<file path="src/rtl/uart_word_tx_arbiter_if.sv">
// Requester and UART-FIFO side of the word arbiter: level requests with a one-cycle ack,
// plus the byte write strobe/data qualified by the FIFO full flag.
interface uart_word_tx_arbiter_if #(
    parameter int NUM_REQ = 4
);
    logic [NUM_REQ-1:0]    req;
    logic [16*NUM_REQ-1:0] req_data;
    logic [NUM_REQ-1:0]    ack;
    logic                  tx_full;
    logic                  tx_wr;
    logic [7:0]            tx_data;

    modport master (
        output req, req_data, tx_full,
        input  ack, tx_wr, tx_data
    );

    modport slave (
        input  req, req_data, tx_full,
        output ack, tx_wr, tx_data
    );
endinterface

</file>
<file path="src/rtl/uart_word_tx_arbiter.sv">
// Round-robin arbiter serialising 16-bit words into 4-byte frames (hdr, lo, hi, xor); ack one cycle after grant,
// one byte per cycle when tx_full=0, bytes held indefinitely while tx_full=1.
module uart_word_tx_arbiter #(
    parameter int         NUM_REQ = 4,
    parameter logic [3:0] HDR_TAG = 4'hA
) (
    input  logic                        clk,
    input  logic                        reset,
    input  logic                        enable,
    uart_word_tx_arbiter_if.slave       bus,
    output logic                        busy,
    output logic                        frame_done,
    output logic [3:0]                  last_id
);

    localparam logic [2:0] ST_IDLE = 3'd0;
    localparam logic [2:0] ST_HDR  = 3'd1;
    localparam logic [2:0] ST_LO   = 3'd2;
    localparam logic [2:0] ST_HI   = 3'd3;
    localparam logic [2:0] ST_CHK  = 3'd4;

    logic [2:0]         state;
    logic [2:0]         state_nxt;
    logic [15:0]        word_q;
    logic [3:0]         id_q;
    logic [NUM_REQ-1:0] ack_q;

    logic               grant;
    logic               hi_found;
    logic [3:0]         hi_win;
    logic [3:0]         lo_win;
    logic [3:0]         winner;
    logic [15:0]        win_word;
    logic [NUM_REQ-1:0] win_onehot;

    logic [7:0]         hdr_byte;
    logic               byte_state;

    // Rotating priority: the lowest requester above last_id wins, else wrap to the lowest overall.
    always_comb begin
        hi_found = 1'b0;
        hi_win   = '0;
        lo_win   = '0;
        for (int i = NUM_REQ - 1; i >= 0; i--) begin
            if (bus.req[i]) begin
                lo_win = 4'(i);
                if (4'(i) > last_id) begin
                    hi_found = 1'b1;
                    hi_win   = 4'(i);
                end
            end
        end
        winner = hi_found ? hi_win : lo_win;
    end

    always_comb begin
        win_word   = '0;
        win_onehot = '0;
        for (int i = 0; i < NUM_REQ; i++) begin
            if (4'(i) == winner) begin
                win_word      = bus.req_data[16*i +: 16];
                win_onehot[i] = 1'b1;
            end
        end
    end

    assign grant      = (state == ST_IDLE) && enable && (|bus.req);
    assign byte_state = (state == ST_HDR) || (state == ST_LO) ||
                        (state == ST_HI)  || (state == ST_CHK);
    assign hdr_byte   = {HDR_TAG, id_q};

    assign bus.tx_wr  = byte_state && !bus.tx_full;
    assign bus.ack    = ack_q;
    assign busy       = (state != ST_IDLE);

    always_comb begin
        bus.tx_data = 8'h00;
        case (state)
            ST_HDR:  bus.tx_data = hdr_byte;
            ST_LO:   bus.tx_data = word_q[7:0];
            ST_HI:   bus.tx_data = word_q[15:8];
            ST_CHK:  bus.tx_data = hdr_byte ^ word_q[7:0] ^ word_q[15:8];
            default: bus.tx_data = 8'h00;
        endcase
    end

    always_comb begin
        state_nxt = state;
        case (state)
            ST_IDLE: if (grant)     state_nxt = ST_HDR;
            ST_HDR:  if (bus.tx_wr) state_nxt = ST_LO;
            ST_LO:   if (bus.tx_wr) state_nxt = ST_HI;
            ST_HI:   if (bus.tx_wr) state_nxt = ST_CHK;
            ST_CHK:  if (bus.tx_wr) state_nxt = ST_IDLE;
            default:                state_nxt = ST_IDLE;
        endcase
    end

    always_ff @(posedge clk or posedge reset) begin
        if (reset) begin
            state      <= ST_IDLE;
            word_q     <= '0;
            id_q       <= '0;
            last_id    <= 4'(NUM_REQ - 1);
            ack_q      <= '0;
            frame_done <= 1'b0;
        end else begin
            state      <= state_nxt;
            ack_q      <= '0;
            frame_done <= (state == ST_CHK) && bus.tx_wr;
            if (grant) begin
                word_q  <= win_word;
                id_q    <= winner;
                last_id <= winner;
                ack_q   <= win_onehot;
            end
        end
    end

endmodule

</file>
<file path="src/flat_wrapper.sv">
// flat-port wrapper written by rule: the top's interface ports become plain ports
module uart_word_tx_arbiter_flat 
#(
    parameter int         NUM_REQ = 4,
    parameter logic [3:0] HDR_TAG = 4'hA
)
  (clk, reset, enable, busy, frame_done, last_id, bus_req, bus_req_data, bus_tx_full, bus_ack, bus_tx_wr, bus_tx_data);
  uart_word_tx_arbiter_if #(.NUM_REQ(NUM_REQ)) bus_i ();
  input  logic clk;
  input  logic reset;
  input  logic enable;
  output logic busy;
  output logic frame_done;
  output logic [3:0] last_id;
  input wire logic [$bits(bus_i.req)-1:0] bus_req;
  input wire logic [$bits(bus_i.req_data)-1:0] bus_req_data;
  input wire logic [$bits(bus_i.tx_full)-1:0] bus_tx_full;
  output wire logic [$bits(bus_i.ack)-1:0] bus_ack;
  output wire logic [$bits(bus_i.tx_wr)-1:0] bus_tx_wr;
  output wire logic [$bits(bus_i.tx_data)-1:0] bus_tx_data;
  assign bus_i.req = bus_req;
  assign bus_i.req_data = bus_req_data;
  assign bus_i.tx_full = bus_tx_full;
  assign bus_ack = bus_i.ack;
  assign bus_tx_wr = bus_i.tx_wr;
  assign bus_tx_data = bus_i.tx_data;
  uart_word_tx_arbiter #(.NUM_REQ(NUM_REQ), .HDR_TAG(HDR_TAG)) u_core (.clk(clk), .reset(reset), .enable(enable), .bus(bus_i), .busy(busy), .frame_done(frame_done), .last_id(last_id));
endmodule
</file>
<file path="config.mk">
export PLATFORM = sky130hd
export DESIGN_NAME = uart_word_tx_arbiter_flat
export DESIGN_NICKNAME = d
export VERILOG_FILES = /design/src/rtl/uart_word_tx_arbiter_if.sv /design/src/rtl/uart_word_tx_arbiter.sv /design/src/flat_wrapper.sv
export SDC_FILE = /design/constraint.sdc
export NUM_CORES = 1
export LEC_CHECK = 0
export BUFFER_PORTS_ARGS = -buffer_cell sky130_fd_sc_hd__buf_2
export CAP_MARGIN = 20
export CORE_UTILIZATION = 43
export CTS_CLUSTER_SIZE = 20
export DETAILED_ROUTE_END_ITERATION = 8
export GPL_ROUTABILITY_DRIVEN = 1
export PLACE_DENSITY = 0.86
export SLEW_MARGIN = 20
export SYNTH_ARGS = -nofsm -noshare
export SYNTH_HDL_FRONTEND = slang
export SYNTH_SLANG_ARGS = --single-unit
</file>
<file path="constraint.sdc">
create_clock -name clk -period 1.85 [get_ports clk]
set_clock_uncertainty 0.2 [all_clocks]
set_input_delay 0.185 -clock clk [delete_from_list [all_inputs] [get_ports clk]]
set_output_delay 0.185 -clock clk [all_outputs]
set_load 0.02 [all_outputs]
</file>
==> results.cfg <==
[timing]
layout_min_cycle_time_ns = 2.06
period_share_pct = 111
timing.final.ws_setup_ns = -0.207
slew_violations = 0
max_freq_mhz = 486
hold_violations = 0
setup_viol = 25
rsz0062_at_grt = true

[worst_hold_path]
hold_path_depth = 3
worstHoldPathType = input pin to flip-flop
min_to = u_core.word_q[13]
min_from = bus_req_data[45]

[final_layout]
fillCellCount = 346
n_antenna_cell = 0
area_growth_syn_to_layout_pct = 51.9
layout.cells.non_filler = 418
regArea_um2 = 703
drive_gt1_share_pct = 53.6
nets = 424
post-route-util_pct = 67.9
multi_input_area_um2 = 1460

[power_and_ir_drop]
p_int_uw = 2980
p_sw_uw = 2400
p_per_area_nw_per_um2 = 1680
irDropWorstVdd_v = 0.000761
comb_power_share_pct = 70.3
p_seq_share_pct = 22.4
finalPower_uw = 5380
switching_share_pct = 44.6
clkPwrFrac_pct = 7.3
static-leakage-power_uw = 0.00152

[logic_synthesis]
synthCells = 240
post_synth.cell_area_avg_um2 = 8.79
synth_most_common_cell = nor2_1
synthDistinctLibCells = 43
yosys-top-cells-count = nor2_1, dfrtp_1, nand2_1, o221ai_1, o21ai_1
syn_area_um2 = 2110
async_flop_share_pct = 100
ys_seq_area_share_pct = 33.3
synth_area_leaders = dfrtp_1, nor2_1, o221ai_1, mux2_2, mux2_4
synth-seq-cells = 28
synth_edf_count = 0
ys_warn_count = 0
ys.flop_type = dfrtp_1
yosys.area.top_type_share_pct = 30.8
yosysTopAreaCell = dfrtp_1

[die]
core_area_um2 = 4720
dieArea_um2 = 5190
row_count = 25
io_pins = 91
dieWidth_um = 72.1
die_h_um = 72.1
initial_core_util_pct = 44.7

[setup_path]
crit_buf_inv = 1
crit_arrival_ns = 2.07
cp_data_required_time_ns = 1.86
crit_slowest_cell = dfstp_2
crit_family = flip-flops
crit_fanout = 7
reg2reg_from = u_core.last_id[0]
r2r-end = u_core.word_q[6]
crit_path_max_incr_delay_ns = 0.58
path_cells = and2b_1 > a21oi_2 > o211a_4 > buf_12 > mux2_2 > o21ai_1
worst-r2r-setup-slack_ns = -0.21
worst-r2r-cell-count = 6
path_class = flip-flop to flip-flop
end_kind = flip-flop
cp-start-kind = flip-flop

[drt]
viasPerCell = 5.56
ant_nets = 0
drt-initial-drc-count = 141
vias = 2323
wire_per_inst_um = 17.8
route.detailed.drc = 0
wl_mm = 7.42
dr.pass1.iters = 5

[clock_tree]
clk_latency_ns = 0.28
cts_root_buf = clkbuf_8
numCtsBuffers = 3
ctsLongestPathBuffers = 2
htree_levels = 1
path_clk_slew_ns = 0.10
cts_tree = yes
clkSinkCount = 28

[run]
drv_cap = 0

[global_route]
grt_pass1_vias = 2217
grt_max_degree = 29
grt_pass1_wl_mm = 10.2
grt_overflow = 0
grt_usage_pct = 25.0
antenna_found_initial = 0

[placed_design]
placedCellCount = 401
gp_congestion = 0.875
dp_hpwl_mm = 4.54
pre_cts_ws_ns = -0.158
io_buffers = 88

[status]
violations = setup timing
outcome = finished with violations
-- cells in the final DEF (no fill, tap or decap), drive strengths merged --
| cell | instances |
|---|---|
| o221ai | 16 |
| nor2b | 4 |
| o31ai | 1 |
| nand2 | 24 |
| mux2i | 7 |
| dlygate4sd3 | 2 |
| dfrtp | 26 |
| xnor2 | 7 |
| conb | 2 |
| nor4b | 1 |
| o211ai | 1 |
| or2 | 3 |
| a22oi | 1 |
| o21ai | 20 |
| clkbuf | 5 |
| nand2b | 2 |
| nor3 | 4 |
| dfstp | 2 |
| buf | 123 |
| o22ai | 9 |
| and2b | 3 |
| nor2 | 45 |
| o32ai | 1 |
| o311a | 1 |
| a21oi | 10 |
| a32o | 1 |
| o211a | 1 |
| a221o | 1 |
| mux2 | 15 |
| or3 | 2 |
| inv | 5 |
| o41ai | 1 |
| o221a | 1 |
| and2 | 1 |
| xor2 | 3 |
-- cell families (layout without fill, tap and decap cells) --
family | Yosys count | in the layout | share of synthesized area (%)
simple gates | 89 | 89 | 18.4
buf+inv | 25 | 135 | 8.77
flops | 28 | 28 | 33.3
mux | 22 | 22 | 12.4
xor+xnor | 10 | 10 | 4.15
compound gates | 65 | 65 | 22.8
other cells | 1 | 2 | 0.178
-- layer usage --
| layer | wire, µm | share of wire, % | GRT usage (%) | up-vias |
|---|---|---|---|---|
| li1 | - | - | - | 1071 |
| met1 | 2940 | 40 | 33.2 | 1120 |
| met2 | 3880 | 52 | 42.9 | 109 |
| met3 | 417 | 5.6 | 3.06 | 23 |
| met4 | 189 | 2.5 | 6.54 | 0 |
| met5 | 0 | 0 | 0 | - |
-- sequential cells by signal, summed over array words and instances, names as in the netlist --
signal,count
u_core.id_q,2
u_core.bus.ack,4
u_core.state,3
u_core.word_q,16
u_core.last_id,2
u_core.frame_done,1
-- cell type report --
type | instances | share of cell area, %
clock buffers | 4 | 1.72
inverters | 5 | 0.585
multi-input cells | 188 | 45.6
flip-flops and latches | 28 | 21.9
well taps | 67 | 2.61
repair buffers | 126 | 27.6
-- worst max-delay path by stage --
stage	from	end	slack, ns	cells after the start
6_report	u_core.last_id[0]	u_core.word_q[6]	-0.21	6
4_1_cts	u_core.last_id[0]	u_core.word_q[9]	-0.17	6
3_3_place_gp	u_core.last_id[0]	u_core.word_q[14]	-0.1	6
2_1_floorplan	u_core.last_id[0]	u_core.word_q[0]	-0.21	7
5_1_grt	u_core.last_id[0]	u_core.word_q[14]	-0.25	6
3_5_place_dp	u_core.last_id[0]	u_core.word_q[9]	-0.16	6
-- tightest hold or removal path: stages --
cell	delay [ns]
buf_2	0.08
o221ai_1	0.09
o21ai_1	0.12
-- power groups by stage --
| stage | Sequential (µW) | Clock, µW | Combinational [µW] |
|---|---|---|---|
| CTS | 1140 | 387 | 3030 |
| detailed placement | 1140 | 0 | 2710 |
| floorplan | 1120 | 0 | 1960 |
| global placement | 1120 | 0 | 2620 |
| global route | 1220 | 417 | 4000 |
| finish | 1200 | 393 | 3780 |
-- timing repair --
item	CTS	global route
setup buffers	6	5
hold buffers	2	0
gates cloned	0	1
hold endpoints to repair	27	0
pin swaps	6	7
endpoints found under the setup margin	25	30
resized for setup	27	48
-- through the flow --
step	hold WS [ns]	cell area, µm²	TNS [ns]
after floorplan	0.0489	2120	-2.63
after global placement	0.0734	2720	-1.22
after detailed placement	0.0730	2720	-1.95
after CTS	0.0271	2940	-2.38
after global routing	0.0410	3210	-4.66
final	0.0294	3210	-3.62
(Power assumes the default switching activity.)
